<file path="src/rtl/vector_load_sequencer.sv">
// vector_load_sequencer: streams (a,b) pairs into the input memories, zero-pads short batches,
// fires start_reading and waits for both reader and writer completion before loading again.
module vector_load_sequencer #(
  parameter int DATA_WIDTH   = 8,
  parameter int VECTOR_WIDTH = 4,
  parameter int DEPTH        = VECTOR_WIDTH * DATA_WIDTH,
  parameter int ADDR_WIDTH   = 5,
  parameter int CNT_WIDTH    = 8
) (
  input  logic                  clk,
  input  logic                  rst_n,
  input  logic                  s_valid,
  output logic                  s_ready,
  input  logic [DATA_WIDTH-1:0] s_data_a,
  input  logic [DATA_WIDTH-1:0] s_data_b,
  input  logic                  s_last,
  output logic                  write_en,
  output logic [ADDR_WIDTH-1:0] write_addr,
  output logic [DATA_WIDTH-1:0] data_a,
  output logic [DATA_WIDTH-1:0] data_b,
  output logic                  start_reading,
  input  logic                  reading_done,
  input  logic                  writer_done,
  output logic                  busy,
  output logic [CNT_WIDTH-1:0]  batch_count
);
  localparam logic [2:0] LOAD = 3'd0, PAD = 3'd1, DRAIN = 3'd2, FIRE = 3'd3, WAIT = 3'd4;
  localparam logic [ADDR_WIDTH-1:0] LAST = ADDR_WIDTH'(DEPTH - 1);
  logic [2:0] state_q, state_d;
  logic [ADDR_WIDTH-1:0] addr_q, addr_d, waddr_q, waddr_d;
  logic [DATA_WIDTH-1:0] da_q, da_d, db_q, db_d;
  logic [CNT_WIDTH-1:0] cnt_q, cnt_d;
  logic we_q, we_d, rd_prev_q, wr_prev_q, rd_seen_q, rd_seen_d, wr_seen_q, wr_seen_d;
  logic hs, rd_edge, wr_edge;
  assign s_ready       = rst_n & (state_q == LOAD);
  assign busy          = state_q != LOAD;
  assign start_reading = state_q == FIRE;
  assign write_en      = we_q;
  assign write_addr    = waddr_q;
  assign data_a        = da_q;
  assign data_b        = db_q;
  assign batch_count   = cnt_q;
  always_comb begin
    hs        = s_valid & s_ready;
    rd_edge   = reading_done & ~rd_prev_q;
    wr_edge   = writer_done & ~wr_prev_q;
    state_d   = state_q;
    addr_d    = addr_q;
    we_d      = 1'b0;
    waddr_d   = waddr_q;
    da_d      = da_q;
    db_d      = db_q;
    rd_seen_d = rd_seen_q;
    wr_seen_d = wr_seen_q;
    cnt_d     = cnt_q;
    case (state_q)
      LOAD: if (hs) begin
        we_d    = 1'b1;
        waddr_d = addr_q;
        da_d    = s_data_a;
        db_d    = s_data_b;
        addr_d  = addr_q + 1'b1;
        state_d = (addr_q == LAST) ? DRAIN : (s_last ? PAD : LOAD);
      end
      PAD: begin
        we_d    = 1'b1;
        waddr_d = addr_q;
        da_d    = '0;
        db_d    = '0;
        addr_d  = addr_q + 1'b1;
        state_d = (addr_q == LAST) ? DRAIN : PAD;
      end
      DRAIN: state_d = FIRE;
      FIRE: begin
        rd_seen_d = 1'b0;
        wr_seen_d = 1'b0;
        state_d   = WAIT;
      end
      WAIT: begin
        // an edge arriving this cycle counts toward the exit condition
        rd_seen_d = rd_seen_q | rd_edge;
        wr_seen_d = wr_seen_q | wr_edge;
        if (rd_seen_d & wr_seen_d) begin
          state_d = LOAD;
          addr_d  = '0;
          cnt_d   = cnt_q + 1'b1;
        end
      end
      default: state_d = LOAD;
    endcase
  end
  always_ff @(posedge clk or negedge rst_n) begin
    if (!rst_n) begin
      state_q   <= LOAD;
      addr_q    <= '0;
      we_q      <= 1'b0;
      waddr_q   <= '0;
      da_q      <= '0;
      db_q      <= '0;
      cnt_q     <= '0;
      rd_prev_q <= 1'b0;
      wr_prev_q <= 1'b0;
      rd_seen_q <= 1'b0;
      wr_seen_q <= 1'b0;
    end else begin
      state_q   <= state_d;
      addr_q    <= addr_d;
      we_q      <= we_d;
      waddr_q   <= waddr_d;
      da_q      <= da_d;
      db_q      <= db_d;
      cnt_q     <= cnt_d;
      rd_prev_q <= reading_done;
      wr_prev_q <= writer_done;
      rd_seen_q <= rd_seen_d;
      wr_seen_q <= wr_seen_d;
    end
  end
endmodule

</file>
<file path="config.mk">
export PLATFORM = sky130hd
export DESIGN_NAME = vector_load_sequencer
export DESIGN_NICKNAME = d
export VERILOG_FILES = /design/src/rtl/vector_load_sequencer.sv
export SDC_FILE = /design/constraint.sdc
export NUM_CORES = 1
export LEC_CHECK = 0
export ABC_CLOCK_PERIOD_IN_PS = 3600
export CAP_MARGIN = 5
export CORE_MARGIN = 8
export CORE_UTILIZATION = 40
export DETAILED_ROUTE_END_ITERATION = 7
export PLACE_DENSITY = 0.75
export SYNTH_ARGS = -nofsm -noshare
export SYNTH_HDL_FRONTEND = slang
export SYNTH_SLANG_ARGS = --single-unit
</file>
<file path="constraint.sdc">
create_clock -name clk -period 3.6 [get_ports clk]
set_clock_uncertainty 0.05 [all_clocks]
set_input_delay 0.72 -clock clk [delete_from_list [all_inputs] [get_ports clk]]
set_output_delay 0.72 -clock clk [all_outputs]
set_load 0.02 [all_outputs]
</file>
==> flow_summary.ini, run 1 <==
[setup_path]
critical_path.max_fanout = 9
r2r-start = state_q[0]
crit_type = flop to primary output
r2r_setup_slack_ns = 1.78
reg2regPathDepth = 4
r2r-end = data_a[1]
cp-start-kind = flop
worstSetupEndpointType = primary output
crit_required_ns = 2.83
arrival_ns = 1.98

[drt]
drtPass1Iterations = 4
drt_wl_total_mm = 3.768
wl_per_cell_um = 14.60
dr_total_vias = 1303
ant_nets = 0
drtIter0Drc = 52
drc_errors = 0
vias_per_cell = 5.050

[global_routing]
grt_pass1_vias = 1274
grt_max_degree = 42
grt_pass1_wl_mm = 6.030
antenna_found_initial = 0
grt-ovfl-total = 0
grtUsageTotal_pct = 11.60

[clock_network]
cts.sinks = 42
cts_tree = built
ctsResizeCount = 0
cts_buffer_depth = 2
clk_latency_ns = 0.29
cts.clk_slew.worst_paths_ns = 0.07
hold_buffers = 0
cts_made_buffers = 5
cts-root-buf = clkbuf_8
htree_levels = 2
cts_setup_buffers = 0

[synthesis]
synth_area_um2 = 1744
async_flop_share_pct = 100.0
yosys.area_share.adder_pct = 2.152
synth_simple_gate_area_share_pct = 14.56
yosysMostFrequentCell = dfrtp_1
yosysTopAreaCell = dfrtp_1
synth_xor_area_share_pct = 3.515
avgSynthCellArea_um2 = 11.63
synth_top_family_by_area = compound AO/OA/AOI/OAI gates
yosysTopAreaCellShare_pct = 60.26
synth_ff_type = dfrtp_1
synthCells = 150
yosys-top-cells-count = dfrtp_1 (42), nand2_1 (23), a22o_1 (18), nor2_1 (10)
netlist_top_cells_area = dfrtp_1 (60%), a22o_1 (9.0%), nand2_1 (4.9%)
synthMuxAreaShare_pct = 0.6456
ys_types = 31
syn_nets = 175
synth_edf_count = 0
synth-compound-area-share_pct = 14.71
yosysWarningCount = 0
ys_seq_area_share_pct = 60.26
ys_seq_elements = 42

[floorplanning]
ios = 55
dieArea_um2 = 6730
die_w_um = 82.04
initial_core_util_pct = 40.90
die_h_um = 82.04
core-area_um2 = 4264
row_count = 24

[power_and_ir_drop]
vdd_drop_max_v = 0.0002913
cellLeakagePower_nw = 1.105
p_per_area_nw_per_um2 = 776.9

[sta]
setup_viol_count_final = 0
slew_violations = 0
worst_pin_slew_ns = 0.6326
slew_headroom_pct = 57.83
fmax_ghz = 0.3642
hold_violations = 0
period_share_pct = 76.28
rsz0062_at_grt = false
finalCriticalPeriod_ns = 2.746
finalSetupTns_ns = 0

[layout]
multi_input_area_um2 = 620.6
drive_above_1_share_pct = 8.252
utilization_pct = 56.10
nFillCells = 381
antennaDiodeCount = 0
seq_area_um2 = 1051
area_delta_synth_final_pct = 37.16
fin_nets = 231

[worst_hold_path]
hold_class = input pin to asynchronous set/reset pin

[status]
status = finished, final reports clean

[job]
drv_cap = 0

[placed_design]
dp_hpwl_mm = 2.757
gp_routability_congestion = 0.7360
io_buffers = 54
[worst max-delay path, cell delays in order (launching register included)]
cell             delay, ns
dfrtp_1               0.48
or3_1                 0.48
nor2_1                0.11
clkdlybuf4s50_1       0.61
[through the flow]
step	hold WS [ns]	setup slack (ns)	total power [mW]	instance area, um^2	cells
global route	0.1596	0.7923	2.000	2392	258
CTS	0.1635	0.8402	1.885	2392	258
finish	0.1712	0.8540	1.859	2392	258
global placement	0.4079	1.091	1.571	2313	251
floorplan	0.3744	1.474	1.262	1744	150
detailed placement	0.4075	1.044	1.594	2313	251
[layout by cell type, fill, tap and decap left out]
cell	Yosys	layout
o21a_1	1	1
clkbuf_8	0	5
nand3_1	4	4
a41oi_1	1	1
dfrtp_1	42	42
and2_1	1	1
o221ai_2	1	1
mux2_2	1	1
buf_2	3	1
nor3b_4	1	1
o21ai_0	2	2
buf_4	2	2
a21oi_1	6	6
ha_1	3	3
xor2_1	4	4
nor3_1	3	3
clkdlybuf4s50_1	0	53
nor2b_1	2	2
a31oi_1	2	2
or2_2	1	1
and3_1	1	1
nor2_4	1	1
inv_2	1	1
a211oi_1	2	2
nor2_1	10	10
clkinv_2	0	2
xnor2_1	3	3
or3_1	2	2
nand2_1	23	23
a22o_1	18	18
inv_1	6	6
nor4_4	1	1
[power by group]
group	total [mW]	switching [mW]	internal (mW)
Sequential	0.747	0.128	0.619
Clock	0.284	0.154	0.130
Combinational	0.827	0.448	0.379
Total	1.86	0.731	1.13
[registers in the layout, indices dropped and copies added (netlist names), 3 cells and up]
register,flops
addr_q,5
batch_count,8
data_a,8
data_b,8
state_q,3
write_addr,5
[cell families after synthesis]
group	after synthesis
xor gates and xnor gates	7
muxes	1
DFF	42
and+or+nand+nor	50
buffers and inverters	14
adders and majority gates	3
AOI/OAI and AO/OA	33
[metal layers]
metal / GRT usage, % / up-vias / share of wire (%)
li1: - / 631 / -
met1: 15.29 / 609 / 50
met2: 17.05 / 57 / 39
met3: 4.595 / 6 / 10
met4: 3.684 / 0 / 1.2
met5: 0 / - / 0
[layout make-up]
type                            count  share of cell area, %
Tap cell                           52                  2.720
Clock buffer                        5                  2.877
Timing Repair Buffer               56                  23.01
Inverter                            7                  1.098
Sequential cell                    42                  43.93
Multi-Input combinational cell     94                  25.94
Clock inverter                      2                 0.4184
[how the worst max path moves through the flow]
stage / start / to / slack (ns) / depth (start not counted)
2_1_floorplan: state_q[1] / s_ready / 1.47 / 3
3_3_place_gp: s_valid / data_b[2] / 1.09 / 5
3_5_place_dp: s_valid / data_a[1] / 1.04 / 5
4_1_cts: state_q[1] / s_ready / 0.84 / 3
5_1_grt: state_q[1] / s_ready / 0.79 / 3
6_report: state_q[1] / s_ready / 0.85 / 3
No activity file was read; power rests on OpenSTA's default activity.
==> run 2: changes to the inputs <==
--- a/config.mk
+++ b/config.mk
@@ -5,12 +5,12 @@
 export SDC_FILE = /design/constraint.sdc
 export NUM_CORES = 1
 export LEC_CHECK = 0
-export ABC_CLOCK_PERIOD_IN_PS = 3600
+export ABC_CLOCK_PERIOD_IN_PS = 2260
 export CAP_MARGIN = 5
 export CORE_MARGIN = 8
 export CORE_UTILIZATION = 40
 export DETAILED_ROUTE_END_ITERATION = 7
-export PLACE_DENSITY = 0.75
+export PLACE_DENSITY = 0.78
 export SYNTH_ARGS = -nofsm -noshare
 export SYNTH_HDL_FRONTEND = slang
 export SYNTH_SLANG_ARGS = --single-unit
==> constraint.sdc (replaced) <==
create_clock -name clk -period 2.26 [get_ports clk]
set_clock_uncertainty 0.05 [all_clocks]
set_input_delay 0.452 -clock clk [delete_from_list [all_inputs] [get_ports clk]]
set_output_delay 0.452 -clock clk [all_outputs]
set_load 0.02 [all_outputs]
==> flow_summary.ini, run 2 (synthesis results as in run 1) <==
[status]
status = finished, final reports clean

[setup_path]
r2r-end = batch_count[7]
critical_path.max_fanout = 5
worst-path-buf-inv = 1
crit_type = flop to primary output
cp-start-kind = flop
path_delay_family = simple AND/OR/NAND/NOR gates
critical_path.cell_chain = or3_1 -> nor2_1 -> dlygate4sd2_1
arrival_ns = 1.57
reg2regPathDepth = 5
crit_required_ns = 1.76
worstSetupEndpointType = primary output
slowest_stage = or3_1
crit_path_max_incr_delay_ns = 0.43
r2r_setup_slack_ns = 0.47
r2r-start = state_q[0]

[power_and_ir_drop]
switchingPower_mw = 1.188
internal-power_mw = 1.869
clkPwrFrac_pct = 16.3
vdd_drop_max_v = 0.0006353
totalPowerFinal_mw = 3.057
cellLeakagePower_nw = 1.143
p_per_area_nw_per_um2 = 1254
seqPwrFrac_pct = 38.1
netSwitchingFraction_pct = 38.87
combinationalPowerShare_pct = 45.6

[layout]
final_common_cell = clkdlybuf4s50_1
area_delta_synth_final_pct = 39.81
drive_above_1_share_pct = 10.43
antennaDiodeCount = 0
final_cell_mix = clkdlybuf4s50_1 (50), dfrtp_1 (42), nand2_1 (23), a22o_1 (18), nor2_1 (10)
fin_nets = 235

[drt]
drt_wl_total_mm = 3.808
ant_nets = 0
vias_per_cell = 5.046
dr_total_vias = 1327
drc_errors = 0
drtIter0Drc = 59
wl_per_cell_um = 14.48
drtPass1Iterations = 4

[global_routing]
grt_pass1_wl_mm = 6.072
grtUsageTotal_pct = 11.97
grt_max_degree = 26
grt-ovfl-total = 0
grt_pass1_vias = 1276
antenna_found_initial = 0

[sta]
finalCriticalPeriod_ns = 2.076
fmax_ghz = 0.4817
setup_viol_count_final = 0
slew_violations = 0
rsz0062_at_grt = false
hold_violations = 0
period_share_pct = 91.86
finalSetupTns_ns = 0
worst_pin_slew_ns = 0.6285
slew_headroom_pct = 58.10

[placed_design]
gp_routability_congestion = 0.7443
dp_hpwl_mm = 2.825
io_buffers = 54

[floorplanning]
die_w_um = 82.04
initial_core_util_pct = 40.90
die_h_um = 82.04
dieArea_um2 = 6730
core-area_um2 = 4264
ios = 55
row_count = 24

[clock_network]
hold_buffers = 0
clk_latency_ns = 0.30
cts-root-buf = clkbuf_8
cts_made_buffers = 5
cts_buffer_depth = 2
cts.clk_slew.worst_paths_ns = 0.08
cts_tree = built
htree_levels = 2
cts.sinks = 42

[worst_hold_path]
hold_class = input pin to asynchronous set/reset pin

[job]
drv_cap = 0
## run 2: power groups by stage
stage / Combinational, mW / Clock [mW] / Sequential (mW)
after CTS: 1.42 / 0.516 / 1.16
after detailed placement: 1.42 / 0 / 1.18
after floorplan: 0.693 / 0 / 1.32
after global routing: 1.52 / 0.545 / 1.20
after global placement: 1.39 / 0 / 1.17
final: 1.39 / 0.498 / 1.16
## run 2: final cells by class
class / instances / area, um^2
clock buffer: 6 / 82.58
clock inverter: 2 / 12.51
fill: 372 / 1826
inverter: 7 / 26.28
multi-input combinational: 94 / 620.6
sequential: 42 / 1051
tap: 52 / 65.06
timing repair buffer: 60 / 580.6
## run 2: repair_timing
| action | CTS | global route |
|---|---|---|
| gates resized for setup | 2 | 1 |
| setup buffers | 0 | 0 |
| setup endpoints to repair | 2 | 1 |
## run 2: metal layers
| layer | global-route usage, % | vias up | routed length [um] |
|---|---|---|---|
| met2 | 17.21 | 54 | 1531 |
| met4 | 4.737 | 0 | 53 |
| met1 | 15.25 | 630 | 1796 |
| li1 | - | 638 | - |
| met5 | 0 | - | 0 |
| met3 | 5.580 | 5 | 427 |
## run 2: how the worst max path moves through the flow
stage / start / endpoint / slack (ns) / cells past startpoint
2_1_floorplan: state_q[1] / s_ready / 0.40 / 3
6_report: state_q[0] / s_ready / 0.18 / 3
5_1_grt: state_q[0] / s_ready / 0.10 / 3
3_5_place_dp: reading_done / batch_count[1] / 0.11 / 4
3_3_place_gp: reading_done / batch_count[1] / 0.14 / 4
4_1_cts: state_q[1] / busy / 0.02 / 2
## run 2: metrics by stage
step	setup slack [ns]	hold slack, ns	instances	cell area, um^2	utilization [%]
2_1_floorplan	0.4023	0.1064	150	1744	-
3_3_place_gp	0.1393	0.4083	255	2344	54.96
3_5_place_dp	0.1069	0.4148	255	2344	54.96
4_1_cts	0.02014	0.09208	263	2436	57.13
5_1_grt	0.1047	0.1101	263	2439	57.19
6_report	0.1841	0.09340	263	2439	57.19
==> run 3: changes to the inputs <==
--- a/config.mk
+++ b/config.mk
@@ -7,7 +7,6 @@
 export LEC_CHECK = 0
 export ABC_CLOCK_PERIOD_IN_PS = 2260
 export CAP_MARGIN = 5
-export CORE_MARGIN = 8
 export CORE_UTILIZATION = 40
 export DETAILED_ROUTE_END_ITERATION = 7
 export PLACE_DENSITY = 0.78
==> flow_summary.ini, run 3 (synthesis results as in run 1) <==
[status]
status = finished, final reports clean

[drt]
drc_errors = 0
drtIter0Drc = 63
drtPass1Iterations = 4
drt_wl_total_mm = 3.456
ant_nets = 0
wl_per_cell_um = 13.24
dr_total_vias = 1305
vias_per_cell = 5.000

[sta]
rsz0062_at_grt = false
setup_viol_count_final = 0
fmax_ghz = 0.4526
finalSetupTns_ns = 0
slew_violations = 0
worst_pin_slew_ns = 0.6353
slew_headroom_pct = 57.65
period_share_pct = 97.76
hold_violations = 0
finalCriticalPeriod_ns = 2.209

[floorplanning]
die_w_um = 68.04
row_count = 23
ios = 55
core-area_um2 = 4086
initial_core_util_pct = 42.68
die_h_um = 68.04
dieArea_um2 = 4629

[clock_network]
clk_latency_ns = 0.28
cts_tree = built
cts.clk_slew.worst_paths_ns = 0.07
htree_levels = 2
cts_buffer_depth = 2
cts_setup_buffers = 0
cts.sinks = 42
cts_made_buffers = 5
cts-root-buf = clkbuf_8

[power_and_ir_drop]
totalPowerFinal_mw = 3.113
cellLeakagePower_nw = 1.142
vdd_drop_max_v = 0.0006156
p_per_area_nw_per_um2 = 1273

[placed_design]
io_buffers = 54
dp_hpwl_mm = 2.438
place_area_um2 = 2341
gp_routability_congestion = 0.7791

[layout]
design_area_um2 = 2445
fin_nets = 235
area_delta_synth_final_pct = 40.17
final_common_cell = clkdlybuf4s50_1
final_cell_mix = clkdlybuf4s50_1 (51), dfrtp_1 (42), nand2_1 (23), a22o_1 (18), nor2_1 (10)
utilization_pct = 59.83
antennaDiodeCount = 0
drive_above_1_share_pct = 9.479

[setup_path]
r2r_setup_slack_ns = 0.46
arrival_ns = 1.71
r2r-end = batch_count[7]
worstSetupEndpointType = primary output
crit_type = flop to primary output
critical_path.max_fanout = 4
cp-start-kind = flop
reg2regPathDepth = 5
r2r-start = state_q[1]
crit_required_ns = 1.76

[global_routing]
grt_max_degree = 36
grtUsageTotal_pct = 16.52
antenna_found_initial = 0
grt_pass1_vias = 1249
grt_pass1_wl_mm = 5.595
grt-ovfl-total = 0

[job]
drv_cap = 0

[worst_hold_path]
hold_class = input pin to asynchronous set/reset pin
[run 3: cell types whose count changed in the layout (fill, tap and decap cells not counted), sizes merged]
cell | previous run | this run
bufinv | 0 | 1
clkbuf | 6 | 7
clkdlybuf4s50 | 50 | 51
clkinv | 1 | 0
clkinvlp | 1 | 0
dlymetal6s2s | 1 | 0
[run 3: stage by stage]
stage / cells / worst slack, ns / hold WS, ns
after floorplan: 150 / 0.4023 / 0.1064
after global placement: 253 / 0.1293 / 0.3468
after detailed placement: 253 / 0.1090 / 0.3557
after CTS: 261 / 0.03241 / 0.04295
after global routing: 261 / 0.002564 / 0.05688
final: 261 / 0.05052 / 0.05007
[run 3: critical path, stage by stage (launching register included)]
cell             delay, ns
dfrtp_1               0.41
or3_1                 0.45
clkdlybuf4s50_1       0.57
[run 3: routing by layer]
layer	GRT usage [%]	share of wire, %
met5	0	0
met4	6.250	1.2
met3	4.333	7.2
met2	26.59	45
met1	21.18	46
[run 3: worst max-delay path by stage]
stage,startpoint,endpoint,slack [ns],depth (start not counted)
final,state_q[1],busy,0.05,2
after detailed placement,reading_done,batch_count[1],0.11,4
after floorplan,state_q[1],s_ready,0.40,3
after global placement,reading_done,batch_count[1],0.13,4
after global routing,state_q[1],busy,0.003,2
after CTS,state_q[1],busy,0.03,2
[run 3: layout make-up]
cell class / instances / area (um^2)
flip-flops and latches: 42 / 1051
fillers: 359 / 1642
repair buffers: 60 / 578.1
clock buffers: 7 / 76.32
inverters: 7 / 26.28
multi-input cells: 94 / 620.6
well taps: 50 / 62.56
clock inverters: 1 / 30.03
[run 3: power by group]
part	switching [mW]	total [mW]	internal [mW]
sequential	0.178	1.16	0.986
combinational	0.751	1.39	0.639
clock	0.228	0.559	0.330
total	1.16	3.11	1.96
[run 3: timing repair]
item                       CTS  global route
hold buffers                 0             0
gates resized for setup      2             0
setup endpoints to repair    2             0
hold endpoints to repair     0             0
==> variant 1: new RTL, settings of run 2 <==
Make the reset (`rst_n`) synchronous in one clocked block.
--- a/src/rtl/vector_load_sequencer.sv
+++ b/src/rtl/vector_load_sequencer.sv
@@ -89,7 +89,7 @@
       default: state_d = LOAD;
     endcase
   end
-  always_ff @(posedge clk or negedge rst_n) begin
+  always_ff @(posedge clk) begin
     if (!rst_n) begin
       state_q   <= LOAD;
       addr_q    <= '0;
Function: differs if rst_n is asserted again (counterexample within 4 cycles, from zero or initial values and one cycle with rst_n low); with rst_n held inactive, the same outputs for 10 cycles.
==> variant 1 against run 2 <==
Sequential cell count stayed put; synthesized cell count rose by 39%; sequential share of layout area is 9.5 points lower; routed wire length up 19%; area after synthesis increased by 0.43%; cell area rose by 2.9%; largest cell class unchanged; setup slack worse by 0.13 ns; worst hold slack better by 0.31 ns; maximum frequency fell by 5.7%; non-clock buffer count rose by 7.
Power is not compared: it rests on default switching activity, and its combinational part moved more than twofold at a synthesized area within 25%.
==> variant 1: results (changes against run 2) <==
Run status
The flow ran to the end, and the final reports show no timing, DRC or antenna violations.

Placed design
The HPWL after detailed placement came to 3.232 mm (+14%). The number of placed instances, taps included is 316 (+24%). The routability congestion estimate is 0.8109 (+8.9%).

Synth
The average instance area after synthesis is 8.422 um2 (-28%). The number of nets produced by synthesis is 233 (+33%). The fraction of registers with async set or reset after synthesis is 0% (-100 points). In the post-synthesis netlist, the biggest area contributors are dfxtp_1 48%, nand2_1 11%, a21oi_1 10%. The sequential-to-total area share from yosys stat is 48.00% (-12 points). The number of distinct library cell variants in the gate-level netlist after synthesis was 39 (+26%). Ranked by instance count, the synthesized netlist is headed by 53 x nand2_1, 42 x dfxtp_1, 35 x a21oi_1.

GRT
The global-route usage over all layers is 14.02% (+2.0 points). The pin count of the biggest net entering global routing is 21 (-19%). The via count of the first global-routing pass is 1548 (+21%). The global-route wire length before repair came to 7.300 mm (+20%).

Hold path
The path class of the tightest hold or removal check is register to register.

Routing
The violation count after the first detailed-route iteration is 116 (+97%). The detailed-route via count came to 1635 (+23%). The length of routed wiring on met1 came to 1.905 mm (+6.1%). The overall routed net length is 4.534 mm (+19%). The count of TritonRoute iterations in the first routing pass is 4 (unchanged). The wire length on met2 came to 2.256 mm (+47%). The sum of met3 wire segment lengths after detailed routing is 282 um (-34%). The routed length per instance was 13.99 um (-3.4%).

Clock tree
The root cell of the clock tree is clkbuf_8.

Final layout
The number of nets at the end of the flow is 296 (+26%). The number of filler instances in the final layout was 396 (+6.5%). The fraction of layout cells with a size suffix above 1 was 10.66% (+0.24 points).

Critical path
The critical path data arrival time is 1.70 ns (+0.13 ns). The biggest fanout along the worst timing path is 2 (-3).

Timing
The actual slew at the worst max-slew pin is 0.6230 ns (-0.005553 ns).

Die
The overall die area is 0.006753 mm2 (+0.34%).
variant 1: layout make-up:
cell class | count | area share [%]
sequential | 42 | 33.60
inverter | 3 | 0.4487
multi-input combinational | 152 | 33.55
tap | 52 | 2.592
timing repair buffer | 67 | 25.42
clock buffer | 8 | 4.387
variant 1: worst max-delay path, stage by stage:
cell and delay (ns):
clkdlybuf4s50_1 0.49, nand2_1 0.07, nor2_1 0.08, clkdlybuf4s50_1 0.61
variant 1: logic make-up (layout without fill, tap and decap cells):
kind of cell / count (synthesis) / in the layout / synth area share, %
and+or+nand+nor: 94 / 94 / 25.71
AOI/OAI and AO/OA: 52 / 52 / 18.57
DFF: 42 / 42 / 48.00
buffers and inverters: 14 / 78 / 3.928
adders and majority gates: 3 / 3 / 2.143
muxes: 2 / 2 / 1.143
xor gates and xnor gates: 1 / 1 / 0.5001
variant 1: power by group:
group | leakage (nW) | switching [W] | internal (W)
Clock | 0.0575 | 0.000245 | 0.000308
Sequential | 0.341 | 0.0000393 | 0.000777
Combinational | 0.527 | 0.000174 | 0.000156
Total | 0.926 | 0.000458 | 0.00124
variant 1: layer usage:
layer	vias up	track usage (%)
met1	744	16.28
met5	-	0
met4	0	6.842
met2	41	23.13
li1	846	-
met3	4	4.113
variant 1: path summary, 6_finish.rpt:
check | end | startpoint | cells after the start | slack [ns]
worst max-delay path | s_ready | rst_n | 4 | 0.06
worst min-delay path | data_a[3] | data_a[3] | 2 | 0.40
worst max register to register | batch_count[5] | state_q[2] | 5 | 0.42
worst min register to register | data_a[3] | data_a[3] | 2 | 0.40
variant 1: per-stage QoR:
step                      total power [W]  setup slack, ns  hold WS, ns  util (%)  instance area (um2)
after floorplan                  0.001009           0.5078       0.3994         -                 1752
after detailed placement         0.001162          0.04874       0.3969     55.83                 2397
final                            0.001700          0.05893       0.4049     58.45                 2510
after global placement           0.001156          0.06925       0.3909     55.83                 2397
after CTS                        0.001722          0.04316       0.4081     58.45                 2510
after global routing             0.001794         0.008977       0.4354     58.45                 2510
variant 1: timing repair:
action,in CTS,in global routing
setup buffers,0,0
endpoints found under the setup margin,1,0
gates resized for setup,2,0
==> variant 2: new RTL, flow settings as in run 2 <==
Made on the original files. The parameter `CNT_WIDTH` goes from 8 to 10.
--- a/src/rtl/vector_load_sequencer.sv
+++ b/src/rtl/vector_load_sequencer.sv
@@ -5,7 +5,7 @@
   parameter int VECTOR_WIDTH = 4,
   parameter int DEPTH        = VECTOR_WIDTH * DATA_WIDTH,
   parameter int ADDR_WIDTH   = 5,
-  parameter int CNT_WIDTH    = 8
+  parameter int CNT_WIDTH    = 10
 ) (
   input  logic                  clk,
   input  logic                  rst_n,
Interface: changed (resized batch_count); port bits go from 55 to 57. The function was not compared with the original's and may differ.
==> variant 2 against run 2 <==
Worst hold slack lost 0.054 ns; sequential cell count is 2 higher; total power decreased by 0.46%; routed wire length rose by 15%; via count is 6.3% higher; setup slack got worse by 0.012 ns; non-clock buffer count is 3 higher; cell area is 4.9% higher; first-iteration DRC count decreased by 5.1%; critical path depth did not move; area after synthesis up 4.6%; sequential power increased by 3%; critical path type unchanged.
==> variant 2: results (changes against run 2) <==
Clock tree
The number of clock buffers inserted by TritonCTS came to 5 (unchanged). The root cell of the clock tree is clkbuf_8. The clock slew seen by the registers of the worst setup and hold paths is 0.08 ns (about the same).

GRT
The via count of the first global-routing pass came to 1453 (+14%). The pin count of the biggest net entering global routing came to 40 (+54%). The global-route wire length before repair was 7.493 mm (+23%). The global-route usage over all layers is 13.01% (+1.0 points).

Critical path
For this run, the slowest stage of the critical path takes about 0.44 ns. The critical path data arrival time is 1.59 ns (+0.02 ns). The biggest fanout along the worst timing path is 3 (-2).

The slowest stage of the critical path belongs to the cell or3_1.

Synth
By count the netlist is led by 44 x dfrtp_1, 30 x nand2_1, 16 x a22o_1. The number of synthesized flops with an enable pin is 0 (unchanged). The number of nets produced by synthesis is 184 (+5.1%). Ranked by total cell area, the synthesized netlist is headed by dfrtp_1 60%, a22o_1 7.7%, nand2_1 6.2%.

The number of synthesis warnings was 0 (unchanged). The number of distinct library cell variants in the gate-level netlist after synthesis is 30 (-3.2%). The average instance area after synthesis is 11.47 um2 (-1.3%).

The sequential-to-total area share from yosys stat came to 60.36% (+0.098 points).

Final layout
The number of nets at the end of the flow was 248 (+5.5%). The number of filler instances in the final layout is 373 (+0.27%). The register with the most flip-flops in the layout has 10 of them. The fraction of layout cells with a size suffix above 1 is 10.71% (+0.29 points).

Routing
The count of TritonRoute iterations in the first routing pass is 4 (unchanged). The detailed-route via count is 1411 (+6.3%). The wire length on met2 is 2.283 mm (+49%). The routed length per instance was 15.93 um (+10%). The length of routed wiring on met1 came to 1.848 mm (+2.9%).

The sum of met3 wire segment lengths after detailed routing came to 177 um (-59%). The highest metal layer carrying signal wires in the routed design is met4. The overall routed net length is 4.396 mm (+15%). The violation count after the first detailed-route iteration came to 56 (-5.1%).

Placed design
The number of placed instances, taps included came to 268 (+5.1%). The routability congestion estimate is 0.7693 (+3.4%). The HPWL after detailed placement is 3.324 mm (+18%). The post-placement setup slack came to 0.1135 ns (+0.006584 ns). The placed standard-cell area is 0.002462 mm2 (+5.1%). The count of port buffers added during placement is 56 (+3.7%).

Timing
The relative slew slack was 60.46% (+2.4 points).

Pwr
The reported leakage power is 1.210 nW (+5.9%). The peak supply drop is 0.5968 mV (-6.1%).

Run status
The flow ran to the end, and the final reports show no timing, DRC or antenna violations.
-- variant 2: stage by stage --
stage	hold WS [ns]	util [%]
floorplan	0.1064	-
global placement	0.3484	56.16
detailed placement	0.3537	56.16
CTS	0.03372	58.25
global route	0.03794	58.36
finish	0.03902	58.36
-- variant 2: worst paths after layout --
path	start	to	slack (ns)	cells past startpoint
min in group clk	batch_count[9]	batch_count[9]	0.42	1
setup / recovery	state_q[2]	s_ready	0.17	3
setup reg to reg	state_q[0]	batch_count[5]	0.59	5
hold / removal	rst_n	data_a[4]	0.04	2
hold reg to reg	batch_count[9]	batch_count[9]	0.42	1
max in group asynchronous	rst_n	batch_count[1]	1.63	2
-- variant 2: metal layers --
metal	vias up	GRT usage (%)
li1	688	-
met1	689	15.20
met2	26	21.92
met3	8	3.223
met4	0	5.808
met5	-	0
-- variant 2: timing repair --
action	in CTS	in global routing
endpoints found under the hold margin	0	0
setup buffers	0	0
endpoints found under the setup margin	1	2
resized for setup	1	2
hold buffers	0	0
-- variant 2: layout make-up --
type                            count  area share, %
Sequential cell                    44          43.03
Multi-Input combinational cell    105          26.31
Timing Repair Buffer               63          23.91
Clock buffer                        6          3.227
Tap cell                           52          2.543
Inverter                            4         0.5868
Clock inverter                      2         0.3912
-- variant 2: power breakdown --
group	switching, W	leakage, nW	internal (W)
clock	0.000260	0.0510	0.000244
combinational	0.000738	0.584	0.000598
sequential	0.000182	0.575	0.00102
total	0.00118	1.21	0.00186
-- variant 2: worst max-delay path, delay by kind of cell (launching register included) --
family,cells,cell delay [ns]
AND/OR/NAND/NOR,2,0.54
flip-flops,1,0.38
buffers and inverters,1,0.37
-- variant 2: cells by family after synthesis --
family / count (synthesis) / synth area share (%)
xor gates and xnor gates: 9 / 4.321
and+or+nand+nor: 60 / 16.46
AOI/OAI and AO/OA: 33 / 14.06
buffers and inverters: 10 / 2.742
adders and majority gates: 3 / 2.058
DFF: 44 / 60.36
